==> src/rtl/reg_file_sb.sv <==
// Integer register file for the rv32i core: two combinational read ports, one write port,
// and a per-register busy scoreboard for RAW hazard detection. Optional macro: RF_BYPASS_EN.
module reg_file_sb #(
    parameter int n = 32,
    parameter int a = 5
) (
    input  logic              clk,
    input  logic              rst,
    input  logic [a-1:0]      rs1_addr,
    input  logic [a-1:0]      rs2_addr,
    output logic [n-1:0]      rs1_data,
    output logic [n-1:0]      rs2_data,
    output logic              rs1_busy,
    output logic              rs2_busy,
    input  logic              wr_en,
    input  logic [a-1:0]      wr_addr,
    input  logic [n-1:0]      wr_data,
    input  logic              issue_en,
    input  logic [a-1:0]      issue_rd,
    output logic [(2**a)-1:0] busy_vec
);

    localparam int NREG = 2 ** a;
    localparam logic [a-1:0] ZERO_ADDR = {a{1'b0}};
    localparam logic [n-1:0] ZERO_DATA = {n{1'b0}};

    logic [n-1:0]    regs_r [NREG];
    logic [NREG-1:0] busy_r;
    logic [NREG-1:0] busy_nxt_s;
    logic            wr_hit_s;
    logic            issue_hit_s;

    // Writes and issues aimed at x0 are dropped here, so nothing downstream needs to care.
    assign wr_hit_s    = wr_en && (wr_addr != ZERO_ADDR);
    assign issue_hit_s = issue_en && (issue_rd != ZERO_ADDR);

    // Next scoreboard state: a new producer outranks a retiring one on the same register.
    always_comb begin
        busy_nxt_s = {NREG{1'b0}};
        for (int i = 1; i < NREG; i++) begin
            if (issue_hit_s && (issue_rd == a'(i))) begin
                busy_nxt_s[i] = 1'b1;
            end else if (wr_hit_s && (wr_addr == a'(i))) begin
                busy_nxt_s[i] = 1'b0;
            end else begin
                busy_nxt_s[i] = busy_r[i];
            end
        end
    end

    // Register storage and scoreboard state.
    always_ff @(posedge clk or negedge rst) begin
        if (!rst) begin
            for (int i = 0; i < NREG; i++) begin
                regs_r[i] <= ZERO_DATA;
            end
            busy_r <= {NREG{1'b0}};
        end else begin
            if (wr_hit_s) begin
                regs_r[wr_addr] <= wr_data;
            end else begin
                regs_r[wr_addr] <= regs_r[wr_addr];
            end
            busy_r <= busy_nxt_s;
        end
    end

    // Read port 1 (x0 reads as zero and never busy).
    always_comb begin
        rs1_data = ZERO_DATA;
        rs1_busy = 1'b0;
        if (rs1_addr == ZERO_ADDR) begin
            rs1_data = ZERO_DATA;
            rs1_busy = 1'b0;
        end
`ifdef RF_BYPASS_EN
        else if (wr_hit_s && (rs1_addr == wr_addr)) begin
            rs1_data = wr_data;
            rs1_busy = issue_hit_s && (issue_rd == wr_addr);
        end
`endif
        else begin
            rs1_data = regs_r[rs1_addr];
            rs1_busy = busy_r[rs1_addr];
        end
    end

    // Read port 2 (x0 reads as zero and never busy).
    always_comb begin
        rs2_data = ZERO_DATA;
        rs2_busy = 1'b0;
        if (rs2_addr == ZERO_ADDR) begin
            rs2_data = ZERO_DATA;
            rs2_busy = 1'b0;
        end
`ifdef RF_BYPASS_EN
        else if (wr_hit_s && (rs2_addr == wr_addr)) begin
            rs2_data = wr_data;
            rs2_busy = issue_hit_s && (issue_rd == wr_addr);
        end
`endif
        else begin
            rs2_data = regs_r[rs2_addr];
            rs2_busy = busy_r[rs2_addr];
        end
    end

    assign busy_vec = busy_r;

endmodule

==> config.mk <==
export PLATFORM = sky130hd
export DESIGN_NAME = reg_file_sb
export DESIGN_NICKNAME = d
export VERILOG_FILES = /design/src/rtl/reg_file_sb.sv
export SDC_FILE = /design/constraint.sdc
export NUM_CORES = 2
export LEC_CHECK = 0
export CORE_MARGIN = 3
export CORE_UTILIZATION = 35
export CTS_CLUSTER_SIZE = 8
export DETAILED_ROUTE_END_ITERATION = 6
export GPL_ROUTABILITY_DRIVEN = 0
export HOLD_SLACK_MARGIN = 0.05
export MAX_ROUTING_LAYER = met4
export SETUP_SLACK_MARGIN = 0.2
export SLEW_MARGIN = 20
export SYNTH_ARGS = -nofsm -noshare
export SYNTH_HDL_FRONTEND = slang
export SYNTH_SLANG_ARGS = --single-unit
==> constraint.sdc <==
create_clock -name clk -period 3.4 [get_ports clk]
set_input_delay 0.68 -clock clk [delete_from_list [all_inputs] [get_ports clk]]
set_output_delay 0.68 -clock clk [all_outputs]
set_load 0.05 [all_outputs]
### After elaboration in Yosys (flattened, before gate mapping)

Cells that the tools add are included.

* bits in registers: 1055
* input bits: 56
* logic and storage cells: 318

* $lt $le $gt $ge: 6
* equality and inequality tests: 62
* muxes and demuxes: 84
* bitwise operators: 3
* reductions and logical operators: 100

Operators by type and width (count)
* bitwise mux 1024 bit: 2
* two-way mux 1024 bit: 1
* binary-select mux 32 bit (select 5 bit): 3
* two-way mux 32 bit: 9
* demux 32 bit (select 5 bit): 1
* == test 5 bit, second input constant: 32
* == test 5 x 4 -> 1 bit, second input constant: 16
* two-way mux 1 bit: 66
* logical AND 1 bit: 65
* nonzero test 2 bit: 31
* == test 5 x 3 -> 1 bit, second input constant: 8
* == test 5 x 2 -> 1 bit, second input constant: 4
* greater-or-equal comparator 6 bit, second input constant: 3
* NOT 5 -> 6 bit: 3
* < comparator 5 x 6 -> 1 bit, second input constant: 2
* binary-select mux 1 bit (select 5 bit): 2
* == test 5 x 1 -> 1 bit, second input constant: 2
* zero test 5 bit: 2
* nonzero test 5 bit: 2
* < comparator 6 x 1 -> 1 bit, second input constant: 1

### Logic depth before layout (Yosys ltp)

* word-level depth: 7
* depth in mapped cells: 13

### Worst setup path before layout

Ideal clock, no wire load.

* path kind: input -> output
* start: in rs2_addr[0]
* end: out rs2_data[10]
* arrival time: 3215 ps
* required time: 2720 ps
* slack: -495 ps
* stages on the path: 7
* buffers on the path: 3
* path through: clkbuf_1 > clkbuf_1 > buf_1 > mux4_2 > mux4_2 > nand2_1 > o21ai_0

* cells in the longest elaborated chain, start to end: 5
* elaborated cells between the ends (all ways): 6

Ends and longest elaborated chain
* start, declared: line 10 `input logic [a-1:0] rs2_addr,`
* NOT 5 -> 6 bit (implied by the code): line 103 `rs2_data = regs_r[rs2_addr];`
* binary-select mux 32 bit (select 5 bit): line 103
* two-way mux 32 bit (implied by the code) (2 in a row): line 103
* two-way mux 32 bit (*): line 92 `if (rs2_addr == ZERO_ADDR) begin`
* end, declared: line 12 `output logic [n-1:0] rs2_data,`

Every way passes the cells marked *; elsewhere a longest branch is shown, timed or not. The select of a mux whose other input is x is not followed.

### Worst setup path in the final report

* start: reg busy_r[19] (netlist: busy_vec[19])
* end: out rs2_busy

* cells in the longest elaborated chain, start to end: 3

Ends and longest elaborated chain
* start, declared: line 28 `logic [NREG-1:0] busy_r;`
* start signal, assigned: line 57 `busy_r <= {NREG{1'b0}};`
* start signal, assigned: line 64 `busy_r <= busy_nxt_s;`
* binary-select mux 1 bit (select 5 bit): line 104 `rs2_busy = busy_r[rs2_addr];`
* two-way mux 1 bit (implied by the code): line 104
* two-way mux 1 bit: line 92
* end, declared: line 14 `output logic rs2_busy,`

Every way passes these cells. The select of a mux whose other input is x is not followed.

==> results.py <==
metrics = {
    "drt": {
        "via_count": 55500,
        "drtPass1Iterations": 7,
        "drc": 2,
        "route.final.wire_length_mm": 266,
        "wl_per_cell_um": 31.4,
        "avgViaCountPerCell": 6.57,
        "highest-signal-layer": "met4",
        "detail-route-antenna-nets": 0,
        "met3WireLength_mm": 27.9,
        "detail_route_met2_wl_mm": 119,
        "wl_met1_mm": 95.9,
        "drt_iter0_markers": 7917,
    },
    "finish": {
        "stdcell_area_um2": 79900,
        "most-common-layout-cells": "dfrtp_1 (1052), nor2_1 (932), mux4_2 (765)",
        "final_layout_size_suffix_gt1_share_pct": 34.2,
        "mostFrequentLayoutCell": "dfrtp_1",
        "layout.filler_cells": 17000,
        "layout.nets": 5999,
        "layout-area-overhead-vs-synth_pct": 21.6,
    },
    "logic_synthesis": {
        "ys.warnings.count": 0,
        "netlist-cell-type-count": 72,
        "cell_area_after_synthesis_um2": 65700,
        "avgSynthCellArea_um2": 11.5,
        "mappedNetlistNets": 5751,
        "synth_area_leaders": "dfrtp_1 (40%), mux4_2 (26%), a31oi_1 (6.0%), nor2_1 (5.4%), mux2i_1 (3.4%)",
        "synth.top_cell.area_share_pct": 40.2,
        "synth_async_sr_flop_share_pct": 100,
        "synth-edff-count": 0,
        "synth_sequential_area_ratio_pct": 40.2,
        "synthDominantAreaCellType": "dfrtp_1",
        "postSynth.topFlopCell": "dfrtp_1",
        "ys_ff_latch": 1055,
        "synth_cells": 5695,
    },
    "floorplan": {
        "die_h_um": 439,
        "floorplan.initialDensity_pct": 35.3,
        "die-width_um": 439,
        "boundaryPins": 154,
        "die_area_um2": 193000,
        "standard_cell_row_count": 158,
        "area_of_the_core_um2": 186000,
    },
    "clock_network": {
        "cts_buffer_depth": 3,
        "cts_max_level": 4,
        "clkTransAtPathRegs_ps": 50,
        "worstSkewPairLatency_ps": 810,
        "cts_buffers": 150,
        "clk_root_buffer_cell": "clkbuf_16",
        "tritoncts": "done",
        "numClockSinks": 1055,
    },
    "global_route": {
        "grt_overflow": 0,
        "first_global_vias": 55000,
        "grt_start_max_net_pins": 126,
        "grt.total_usage_pct": 28.1,
        "initial_antenna_violation_count": 5,
        "grt_first_pass_wirelength_mm": 388,
    },
    "place": {
        "post-dp-hpwl_mm": 166,
        "place.port_buffers": 152,
        "placedInstanceArea_um2": 72900,
    },
    "sta": {
        "setup_violations": 0,
        "finalCriticalPeriod_ps": 3390,
        "worst_clk_skew_ps": 32.2,
        "slew-limit-headroom_pct": 24.9,
        "unrepaired_setup_endpoints_after_global_routing": "yes",
        "pin_slew_with_the_least_headroom_to_its_limit_ps": 1110,
        "slew_violations": 0,
        "final.period_utilization_pct": 99.6,
        "timing.final.hold_violations": 0,
        "clock.fmax_mhz": 295,
        "final_setup_tns_ps": 0,
    },
    "critical_path": {
        "crit_path_end_kind": "output port",
        "crit_required_ps": 2720,
        "critical_path_fanouts_max": 4,
        "timing.critical_path.from_type": "register",
        "worstSetupPathType": "register to output port",
        "critical_path_arrival_ps": 2710,
    },
    "flow_run": {
        "cap_viol_max_count": 0,
    },
    "power": {
        "vdd_ir_drop_max_uv": 560,
        "power_per_cell_area_nw_per_um2": 621,
        "leakage_power_total_nw": 31.3,
    },
    "outcome": {
        "violated_checks": "DRC",
        "status": "finished with violations",
    },
    "hold_path": {
        "min_path_type": "primary input to asynchronous set/reset pin",
    },
}
worst max-delay path, stage by stage, from the launching register on:
cell     delay, ps
dfrtp_1        430
mux4_2         490
mux4_2         520
mux2_4         300
buf_6          150
power breakdown:
| part | leakage (nW) | switching (mW) | total [mW] | internal [mW] |
|---|---|---|---|---|
| combinational | 17.0 | 8.02 | 16.8 | 8.74 |
| sequential | 12.4 | 3.45 | 19.2 | 15.7 |
| clock | 1.97 | 5.79 | 13.7 | 7.89 |
metrics by stage:
stage,power (mW),util (%),std cells,hold slack (ps),setup WS [ps]
floorplan,29.3,-,5695,384,105
global placement,33.8,39.2,8105,392,-166
detailed placement,34.3,39.2,8105,402,-165
CTS,49.2,42.7,8407,356,13.8
global route,51.6,42.9,8447,394,11.5
finish,49.6,42.9,8447,382,12.2
registers in the layout, summed over array words and instances (netlist names):
| register | count |
|---|---|
| busy_vec | 31 |
| regs_r | 1024 |
final timing paths:
check                                   from          end  slack (ps)  cells after the start
worst max-delay path            busy_vec[19]     rs2_busy          10                      4
worst min-delay path                     rst  regs_r[453]         380                      2
worst max register to register    regs_r[48]  regs_r[464]         620                      5
worst min register to register   regs_r[999]  regs_r[999]         410                      0
max in group asynchronous                rst  regs_r[213]        1810                      4
min in group clk                 regs_r[999]  regs_r[999]         410                      0
cells by family (layout without fill, tap and decap cells):
group	after synthesis	in the layout	share of synthesized area, %
AOI/OAI and AO/OA	1242	1242	12.0
buffers and inverters	772	1039	6.07
DFF	1055	1055	40.2
muxes	1129	1129	32.4
other	1	6	0.00571
and+or+nand+nor	1496	1496	9.33
repair_timing:
action | CTS | global route
hold buffers | 1 | 0
resized for setup | 282 | 25
hold endpoints to repair | 20 | 0
pin swaps | 28 | 8
buffers inserted | 109 | 34
gates cloned | 21 | 1
endpoints found under the setup margin | 66 | 66
layer usage:
layer | vias up | GRT usage, %
met5 | - | -
met4 | 0 | 19.8
met3 | 1066 | 6.69
met2 | 3983 | 41.2
met1 | 28100 | 34.1
li1 | 22300 | -
cell type report:
class                   count  area, µm²  area share [%]
diodes                      5       12.5          0.0157
repair buffers            798       9690            12.1
flip-flops and latches   1055      26400            33.1
clock inverters            15        213           0.266
clock buffers             156       3810            4.77
multi-input cells        3868      36400            45.5
inverters                  70        275           0.345
well taps                2480       3100            3.88
cell usage after synthesis, types with 123 or more instances:
cell	number
a21oi_1	188
a31oi_1	633
buf_2	203
clkbuf_1	306
dfrtp_1	1055
mux2_2	123
mux2i_1	223
mux4_2	765
nand2_1	239
nor2_1	943
nor3_1	224
o21ai_0	163
(Power assumes the default switching activity.)
